### src/rtl/ex_muldiv_unit.sv
// Iterative RV32M execute unit: 32-cycle shift-add multiply / restoring divide
// that stalls the pipeline while busy and emits a one-cycle result strobe.
module ex_muldiv_unit #(
  parameter int XLEN = 32
) (
  input  logic            clk,
  input  logic            reset,
  input  logic [1:0]      ALUop_EX,
  input  logic [6:0]      FUNCT7_EX,
  input  logic [2:0]      FUNCT3_EX,
  input  logic [4:0]      RD_EX,
  input  logic [XLEN-1:0] OP_A_EX,
  input  logic [XLEN-1:0] OP_B_EX,
  input  logic            flush,
  output logic            stall,
  output logic [XLEN-1:0] result,
  output logic            result_valid,
  output logic [4:0]      result_rd
);

  localparam int CW = $clog2(XLEN);
  localparam logic [CW-1:0]   LAST    = CW'(XLEN - 1);
  localparam logic [XLEN-1:0] INT_MIN = {1'b1, {(XLEN-1){1'b0}}};

  localparam logic [1:0] IDLE = 2'd0;
  localparam logic [1:0] BUSY = 2'd1;
  localparam logic [1:0] FIX  = 2'd2;
  localparam logic [1:0] DONE = 2'd3;

  logic [1:0]        state;
  logic [CW-1:0]     count;
  logic [2:0]        op;
  logic [4:0]        rd_q;
  logic [XLEN-1:0]   operand;
  logic [2*XLEN-1:0] acc;
  logic              neg_q;
  logic              neg_r;

  logic            m_req;
  logic            sgn_a, sgn_b, neg_a, neg_b;
  logic [XLEN-1:0] mag_a, mag_b;
  logic            is_div, div_zero, div_ovf;
  logic [XLEN-1:0] special_res;

  assign m_req  = (ALUop_EX == 2'b10) && (FUNCT7_EX == 7'b0000001);
  assign sgn_a  = FUNCT3_EX inside {3'b001, 3'b010, 3'b100, 3'b110};
  assign sgn_b  = FUNCT3_EX inside {3'b001, 3'b100, 3'b110};
  assign neg_a  = sgn_a && OP_A_EX[XLEN-1];
  assign neg_b  = sgn_b && OP_B_EX[XLEN-1];
  assign mag_a  = neg_a ? -OP_A_EX : OP_A_EX;
  assign mag_b  = neg_b ? -OP_B_EX : OP_B_EX;
  assign is_div = FUNCT3_EX[2];

  assign div_zero = is_div && (OP_B_EX == '0);
  assign div_ovf  = is_div && !FUNCT3_EX[0] && (OP_A_EX == INT_MIN) && (OP_B_EX == '1);
  // FUNCT3[1] separates REM/REMU from DIV/DIVU.
  assign special_res = div_zero ? (FUNCT3_EX[1] ? OP_A_EX : '1)
                                : (FUNCT3_EX[1] ? '0 : INT_MIN);

  // Multiply: acc = {partial product high, remaining multiplier bits}, shifted right.
  logic [XLEN:0]     mul_sum;
  logic [2*XLEN-1:0] mul_next;
  assign mul_sum  = {1'b0, acc[2*XLEN-1:XLEN]} + (acc[0] ? {1'b0, operand} : '0);
  assign mul_next = {mul_sum, acc[XLEN-1:1]};

  // Divide: acc = {remainder, dividend/quotient}, shifted left one bit per step.
  logic [XLEN:0]     div_trial;
  logic [2*XLEN-1:0] div_next;
  assign div_trial = acc[2*XLEN-1:XLEN-1] - {1'b0, operand};
  assign div_next  = div_trial[XLEN] ? {acc[2*XLEN-2:0], 1'b0}
                                     : {div_trial[XLEN-1:0], acc[XLEN-2:0], 1'b1};

  logic [2*XLEN-1:0] prod;
  logic [XLEN-1:0]   quo, rem, fix_res;
  assign prod    = neg_q ? -acc : acc;
  assign quo     = neg_q ? -acc[XLEN-1:0] : acc[XLEN-1:0];
  assign rem     = neg_r ? -acc[2*XLEN-1:XLEN] : acc[2*XLEN-1:XLEN];
  assign fix_res = !op[2] ? ((op == 3'b000) ? prod[XLEN-1:0] : prod[2*XLEN-1:XLEN])
                          : (op[1] ? rem : quo);

  assign stall = reset && !flush &&
                 (((state == IDLE) && m_req) || (state == BUSY) || (state == FIX));

  // NOTE: state registers use non-blocking assignments so every flop samples
  // pre-edge values; blocking here would create order-dependent simulation.
  always_ff @(posedge clk or negedge reset) begin
    if (!reset) begin
      state        <= IDLE;
      count        <= '0;
      op           <= '0;
      rd_q         <= '0;
      operand      <= '0;
      acc          <= '0;
      neg_q        <= 1'b0;
      neg_r        <= 1'b0;
      result       <= '0;
      result_valid <= 1'b0;
      result_rd    <= '0;
    end else begin
      result_valid <= 1'b0;
      if (flush) begin
        state <= IDLE;
        count <= '0;
      end else begin
        case (state)
          IDLE: begin
            if (m_req) begin
              op    <= FUNCT3_EX;
              rd_q  <= RD_EX;
              count <= '0;
              neg_q <= neg_a ^ neg_b;
              neg_r <= neg_a;
              if (div_zero || div_ovf) begin
                result       <= special_res;
                result_rd    <= RD_EX;
                result_valid <= 1'b1;
                state        <= DONE;
              end else begin
                operand <= is_div ? mag_b : mag_a;
                acc     <= {{XLEN{1'b0}}, (is_div ? mag_a : mag_b)};
                state   <= BUSY;
              end
            end
          end
          BUSY: begin
            acc   <= op[2] ? div_next : mul_next;
            count <= count + CW'(1);
            if (count == LAST) state <= FIX;
          end
          FIX: begin
            result       <= fix_res;
            result_rd    <= rd_q;
            result_valid <= 1'b1;
            state        <= DONE;
          end
          default: state <= IDLE;
        endcase
      end
    end
  end

endmodule

### config.mk
export PLATFORM = sky130hd
export DESIGN_NAME = ex_muldiv_unit
export DESIGN_NICKNAME = d
export VERILOG_FILES = /design/src/rtl/ex_muldiv_unit.sv
export SDC_FILE = /design/constraint.sdc
export NUM_CORES = 1
export LEC_CHECK = 0
export CAP_MARGIN = 20
export CORE_UTILIZATION = 30
export DETAILED_ROUTE_END_ITERATION = 10
export SLEW_MARGIN = 25
export SYNTH_ARGS = -nofsm -noshare
export SYNTH_HDL_FRONTEND = slang
export SYNTH_SLANG_ARGS = --single-unit
export TNS_END_PERCENT = 1
### constraint.sdc
create_clock -name clk -period 9.6 [get_ports clk]
set_input_delay 0.96 -clock clk [delete_from_list [all_inputs] [get_ports clk]]
set_output_delay 0.96 -clock clk [all_outputs]
set_load 0.01 [all_outputs]
==> impl_metrics.prom <==
# TYPE chip_impl_metric gauge
chip_impl_info{name="status",value="complete, no violations"} 1
chip_impl_metric{name="drc_errors",unit=""} 0
chip_impl_metric{name="finalHoldWorstSlack",unit="ps"} 451
chip_impl_metric{name="final_core_util",unit="%"} 34.6
chip_impl_info{name="min-delay-path-class",value="in -> async"} 1
chip_impl_metric{name="final_nets",unit=""} 2281
chip_impl_metric{name="detail_route.vias_per_cell",unit=""} 5.77
chip_impl_metric{name="pin_count_of_the_biggest_net_entering_global_routing",unit=""} 116
chip_impl_metric{name="cts.sinks",unit=""} 151
chip_impl_metric{name="placement_rows",unit=""} 83
chip_impl_metric{name="synth-async-reset-ratio",unit="%"} 100
chip_impl_metric{name="dr.pass1.iters",unit=""} 6
chip_impl_metric{name="yosysWarnings",unit=""} 0
chip_impl_metric{name="pre_cts_ws",unit="ps"} 4300
chip_impl_metric{name="worst_pin_slew",unit="ps"} 1040
chip_impl_metric{name="grt_antenna_before_repair",unit=""} 7
chip_impl_metric{name="clock_tree.buffer_depth",unit=""} 2
chip_impl_metric{name="area.growth.synth_to_final",unit="%"} 14.0
chip_impl_metric{name="syn-cell-area",unit="sq um"} 15600
chip_impl_info{name="cts.root.buffer_cell",value="sky130_fd_sc_hd__clkbuf_16"} 1
chip_impl_metric{name="track_usage",unit="%"} 23.0
chip_impl_metric{name="slew_violations",unit=""} 0
chip_impl_metric{name="clkSlewWorstSetupHoldPaths",unit="ps"} 70
chip_impl_metric{name="vdd.ir_drop.worst",unit="uV"} 354
chip_impl_metric{name="postLayoutSetupSlackWorst",unit="ps"} 4710
chip_impl_metric{name="dp.final_hpwl",unit="um"} 48000
chip_impl_info{name="setup.worst_path.end_class",value="register"} 1
chip_impl_info{name="path_cells",value="buf_4, inv_1, or4b_1, or4_1, nand2_4, nor3_2, o21bai_4, buf_4, nor2_1, nor3_1"} 1
chip_impl_metric{name="synth.yosys.seq_area_share",unit="%"} 24.2
chip_impl_metric{name="synth_net_count",unit=""} 2261
chip_impl_metric{name="post_cts_resize_count",unit=""} 0
chip_impl_info{name="cts_tree",value="yes"} 1
chip_impl_metric{name="clock_network_power_share",unit="%"} 12.9
chip_impl_metric{name="drv.max_cap_violation_count",unit=""} 0
chip_impl_info{name="setup.worst_path.start_class",value="primary input"} 1
chip_impl_metric{name="setup_total_negative_slack",unit="ps"} 0
chip_impl_metric{name="routabilityCongestion",unit=""} 0.992
chip_impl_metric{name="worstPathRequired",unit="ps"} 9970
chip_impl_metric{name="finalWorstPathRequiredPeriod",unit="ps"} 4890
chip_impl_metric{name="wl_per_cell",unit="um"} 22.0
chip_impl_metric{name="fmax",unit="MHz"} 204
chip_impl_metric{name="post_cts.repair.setup_buffers",unit=""} 0
chip_impl_metric{name="cts_hold_buf",unit=""} 0
chip_impl_metric{name="numCtsBuffers",unit=""} 17
chip_impl_metric{name="synth_cells",unit=""} 2100
chip_impl_metric{name="htreeDepth",unit=""} 4
chip_impl_metric{name="cell_internal_pwr",unit="mW"} 2.52
chip_impl_metric{name="grt.overflow.total",unit=""} 0
chip_impl_metric{name="number_of_flops_mapped_to_enable_cells_by_yosys",unit=""} 0
chip_impl_metric{name="cp_data_arrival_time",unit="ps"} 5260
chip_impl_metric{name="grt_pass1_wl",unit="um"} 93500
chip_impl_metric{name="cp.buffers_inverters",unit=""} 3
chip_impl_metric{name="final_wl",unit="um"} 61900
chip_impl_metric{name="r2r_slack",unit="ps"} 5220
chip_impl_metric{name="hold_violations",unit=""} 0
chip_impl_metric{name="power.share.switching",unit="%"} 51.5
chip_impl_metric{name="die-width",unit="um"} 230
chip_impl_metric{name="power",unit="mW"} 5.21
chip_impl_metric{name="drt-initial-drc-count",unit=""} 1640
chip_impl_metric{name="switching_power",unit="mW"} 2.68
chip_impl_metric{name="crit_path_max_fanout",unit=""} 115
chip_impl_metric{name="boundaryPins",unit=""} 123
chip_impl_metric{name="powerDensity",unit="nW/um^2"} 293
chip_impl_info{name="ys_dominant_reg_cell",value="sky130_fd_sc_hd__dfrtp_1"} 1
chip_impl_info{name="critical-path-top-cell-by-count",value="sky130_fd_sc_hd__buf_4"} 1
chip_impl_info{name="path_delay_family",value="simple AND/OR/NAND/NOR gates"} 1
chip_impl_metric{name="comb_power_share",unit="%"} 65.8
chip_impl_metric{name="place.port_buffers",unit=""} 122
chip_impl_metric{name="die-area",unit="sq um"} 53000
chip_impl_metric{name="filler_cell_count",unit=""} 5436
chip_impl_metric{name="power.sequential.fraction",unit="%"} 21.3
chip_impl_info{name="slowest_stage",value="sky130_fd_sc_hd__buf_4"} 1
chip_impl_metric{name="post_route_cells_drive_above_1_share",unit="%"} 6.42
chip_impl_metric{name="min_period_over_period",unit="%"} 51.0
chip_impl_metric{name="final-setup-viol-count",unit=""} 0
chip_impl_metric{name="die_height",unit="um"} 230
chip_impl_metric{name="core_area",unit="sq um"} 51400
chip_impl_metric{name="dr_total_vias",unit=""} 16200
chip_impl_metric{name="avgSynthCellArea",unit="sq um"} 7.44
chip_impl_info{name="grt_setup_unrepaired",value="no"} 1
chip_impl_metric{name="start_util",unit="%"} 30.4
chip_impl_metric{name="grt_pass1_vias",unit=""} 15300
chip_impl_metric{name="total_leakage_power",unit="nW"} 7.03
chip_impl_metric{name="slew_headroom",unit="%"} 30.0
chip_impl_metric{name="antenna_left",unit=""} 0
chip_impl_metric{name="cpPeakStageDelay",unit="ps"} 730
chip_impl_metric{name="ys_ff_latch",unit=""} 151
chip_impl_metric{name="unique_masters_post_synth",unit=""} 80
chip_impl_info{name="timing.setup.critical_path_class",value="in -> reg"} 1
chip_impl_metric{name="final.setup_skew",unit="ps"} 13.5
chip_impl_metric{name="insertion_delay",unit="ps"} 460
## path summary, 6_finish.rpt
check,startpoint,end,cells past startpoint
min reg2reg,operand[22],operand[22],2
min,reset,result_rd[4],1
min in group clk,operand[22],operand[22],2
max,FUNCT3_EX[2],acc[47],10
max reg2reg,acc[0],acc[61],12
max in group asynchronous,reset,acc[52],2
## state kept, by name, indices dropped and copies added (netlist names)
signal	flops
result	32
result_rd	5
neg_r	1
count	5
result_valid	1
state	2
op	3
neg_q	1
operand	32
rd_q	5
acc	64
## power groups by stage
stage	Clock, mW	Sequential (mW)	Combinational [mW]
global route	0.703	1.13	3.72
finish	0.671	1.11	3.43
detailed placement	0	1.11	3.34
floorplan	0	0.920	2.57
CTS	0.680	1.10	3.36
global placement	0	1.10	3.31
## worst register-to-register path, cell delays in order, from the launching register on
cell	delay [ps]
sky130_fd_sc_hd__dfrtp_1	450
sky130_fd_sc_hd__inv_1	510
sky130_fd_sc_hd__nor2_1	120
sky130_fd_sc_hd__ha_1	360
sky130_fd_sc_hd__o211ai_1	210
sky130_fd_sc_hd__a21oi_1	90
sky130_fd_sc_hd__o21ai_0	480
sky130_fd_sc_hd__a21oi_1	250
sky130_fd_sc_hd__a221oi_1	590
sky130_fd_sc_hd__o22ai_1	340
sky130_fd_sc_hd__a311oi_1	470
sky130_fd_sc_hd__xor2_1	220
sky130_fd_sc_hd__o221ai_1	140
## routing by layer
metal | vias up | global-route usage [%] | part of all wire, %
met5 | - | 0 | 0.065
met4 | 6 | 9.62 | 4.1
met3 | 136 | 4.61 | 7.9
met2 | 728 | 36.3 | 45
met1 | 7738 | 30.4 | 43
li1 | 7629 | - | -
## logic make-up (layout without fill, tap and decap cells)
group / count (synthesis) / in the layout / synth area share, %
AND/OR/NAND/NOR: 706 / 706 / 21.1
flip-flops: 151 / 151 / 24.2
multiplexers: 63 / 63 / 4.38
buffers and inverters: 211 / 244 / 5.67
other: 0 / 1 / 0
AO/OA/AOI/OAI: 699 / 699 / 27.6
XOR/XNOR: 193 / 193 / 10.8
adder cells (fa/ha/maj): 77 / 77 / 6.27
## cell type report
class	instances	area (sq um)	area share, %
well taps	680	851	4.78
clock inverters	15	144	0.808
multi-input cells	1738	11000	61.6
repair buffers	140	1360	7.61
flip-flops and latches	151	3780	21.2
diodes	1	2.50	0.0141
clock buffers	17	425	2.39
inverters	72	270	1.52
## per-stage QoR
stage / cells / cell area [sq um]
final: 2814 / 17800
after global routing: 2813 / 17800
after CTS: 2813 / 17800
after detailed placement: 2781 / 17200
after global placement: 2781 / 17200
after floorplan: 2100 / 15600
## layout by cell type, fill, tap and decap left out, types with 7 or more instances in the layout
cell / Yosys / routed
sky130_fd_sc_hd__o221ai_1: 21 / 21
sky130_fd_sc_hd__inv_1: 72 / 72
sky130_fd_sc_hd__nand2b_1: 18 / 18
sky130_fd_sc_hd__buf_4: 7 / 19
sky130_fd_sc_hd__a31oi_1: 29 / 29
sky130_fd_sc_hd__or3_1: 29 / 29
sky130_fd_sc_hd__ha_1: 75 / 74
sky130_fd_sc_hd__or4_1: 22 / 22
sky130_fd_sc_hd__o22ai_1: 13 / 13
sky130_fd_sc_hd__nor2b_1: 11 / 10
sky130_fd_sc_hd__xor2_1: 99 / 99
sky130_fd_sc_hd__o31ai_1: 34 / 34
sky130_fd_sc_hd__o21a_1: 15 / 15
sky130_fd_sc_hd__and2_1: 7 / 7
sky130_fd_sc_hd__nand4_1: 34 / 34
sky130_fd_sc_hd__nand2_1: 210 / 210
sky130_fd_sc_hd__xnor2_1: 94 / 94
sky130_fd_sc_hd__clkbuf_16: 0 / 17
sky130_fd_sc_hd__nor3_1: 46 / 45
sky130_fd_sc_hd__or2_2: 15 / 15
sky130_fd_sc_hd__mux2_2: 43 / 43
sky130_fd_sc_hd__o41ai_1: 11 / 11
sky130_fd_sc_hd__a211oi_1: 47 / 47
sky130_fd_sc_hd__clkdlybuf4s50_1: 0 / 120
sky130_fd_sc_hd__nand3_1: 14 / 14
sky130_fd_sc_hd__a21oi_1: 199 / 199
sky130_fd_sc_hd__o21ai_1: 31 / 31
sky130_fd_sc_hd__o21ai_0: 186 / 186
sky130_fd_sc_hd__nor2_1: 248 / 247
sky130_fd_sc_hd__mux2i_1: 20 / 20
sky130_fd_sc_hd__o211ai_1: 19 / 19
sky130_fd_sc_hd__a21o_1: 25 / 25
sky130_fd_sc_hd__and3_1: 12 / 12
sky130_fd_sc_hd__dfrtp_1: 151 / 150
sky130_fd_sc_hd__nor4_1: 14 / 14
## synthesized netlist by cell type, types with 43 or more instances
library cell,instances,area share [%]
sky130_fd_sc_hd__xnor2_1,94,5.3
sky130_fd_sc_hd__nand2_1,210,5.0
sky130_fd_sc_hd__o21ai_0,186,6.0
sky130_fd_sc_hd__a21oi_1,199,6.4
sky130_fd_sc_hd__a211oi_1,47,2.3
sky130_fd_sc_hd__nor2_1,248,6.0
sky130_fd_sc_hd__dfrtp_1,151,24
sky130_fd_sc_hd__mux2_2,43,3.1
sky130_fd_sc_hd__nor3_1,46,1.5
sky130_fd_sc_hd__clkbuf_1,105,2.5
sky130_fd_sc_hd__ha_1,75,6.0
sky130_fd_sc_hd__inv_1,72,1.7
sky130_fd_sc_hd__xor2_1,99,5.6
Note: power is estimated with default switching activity, not from simulation.
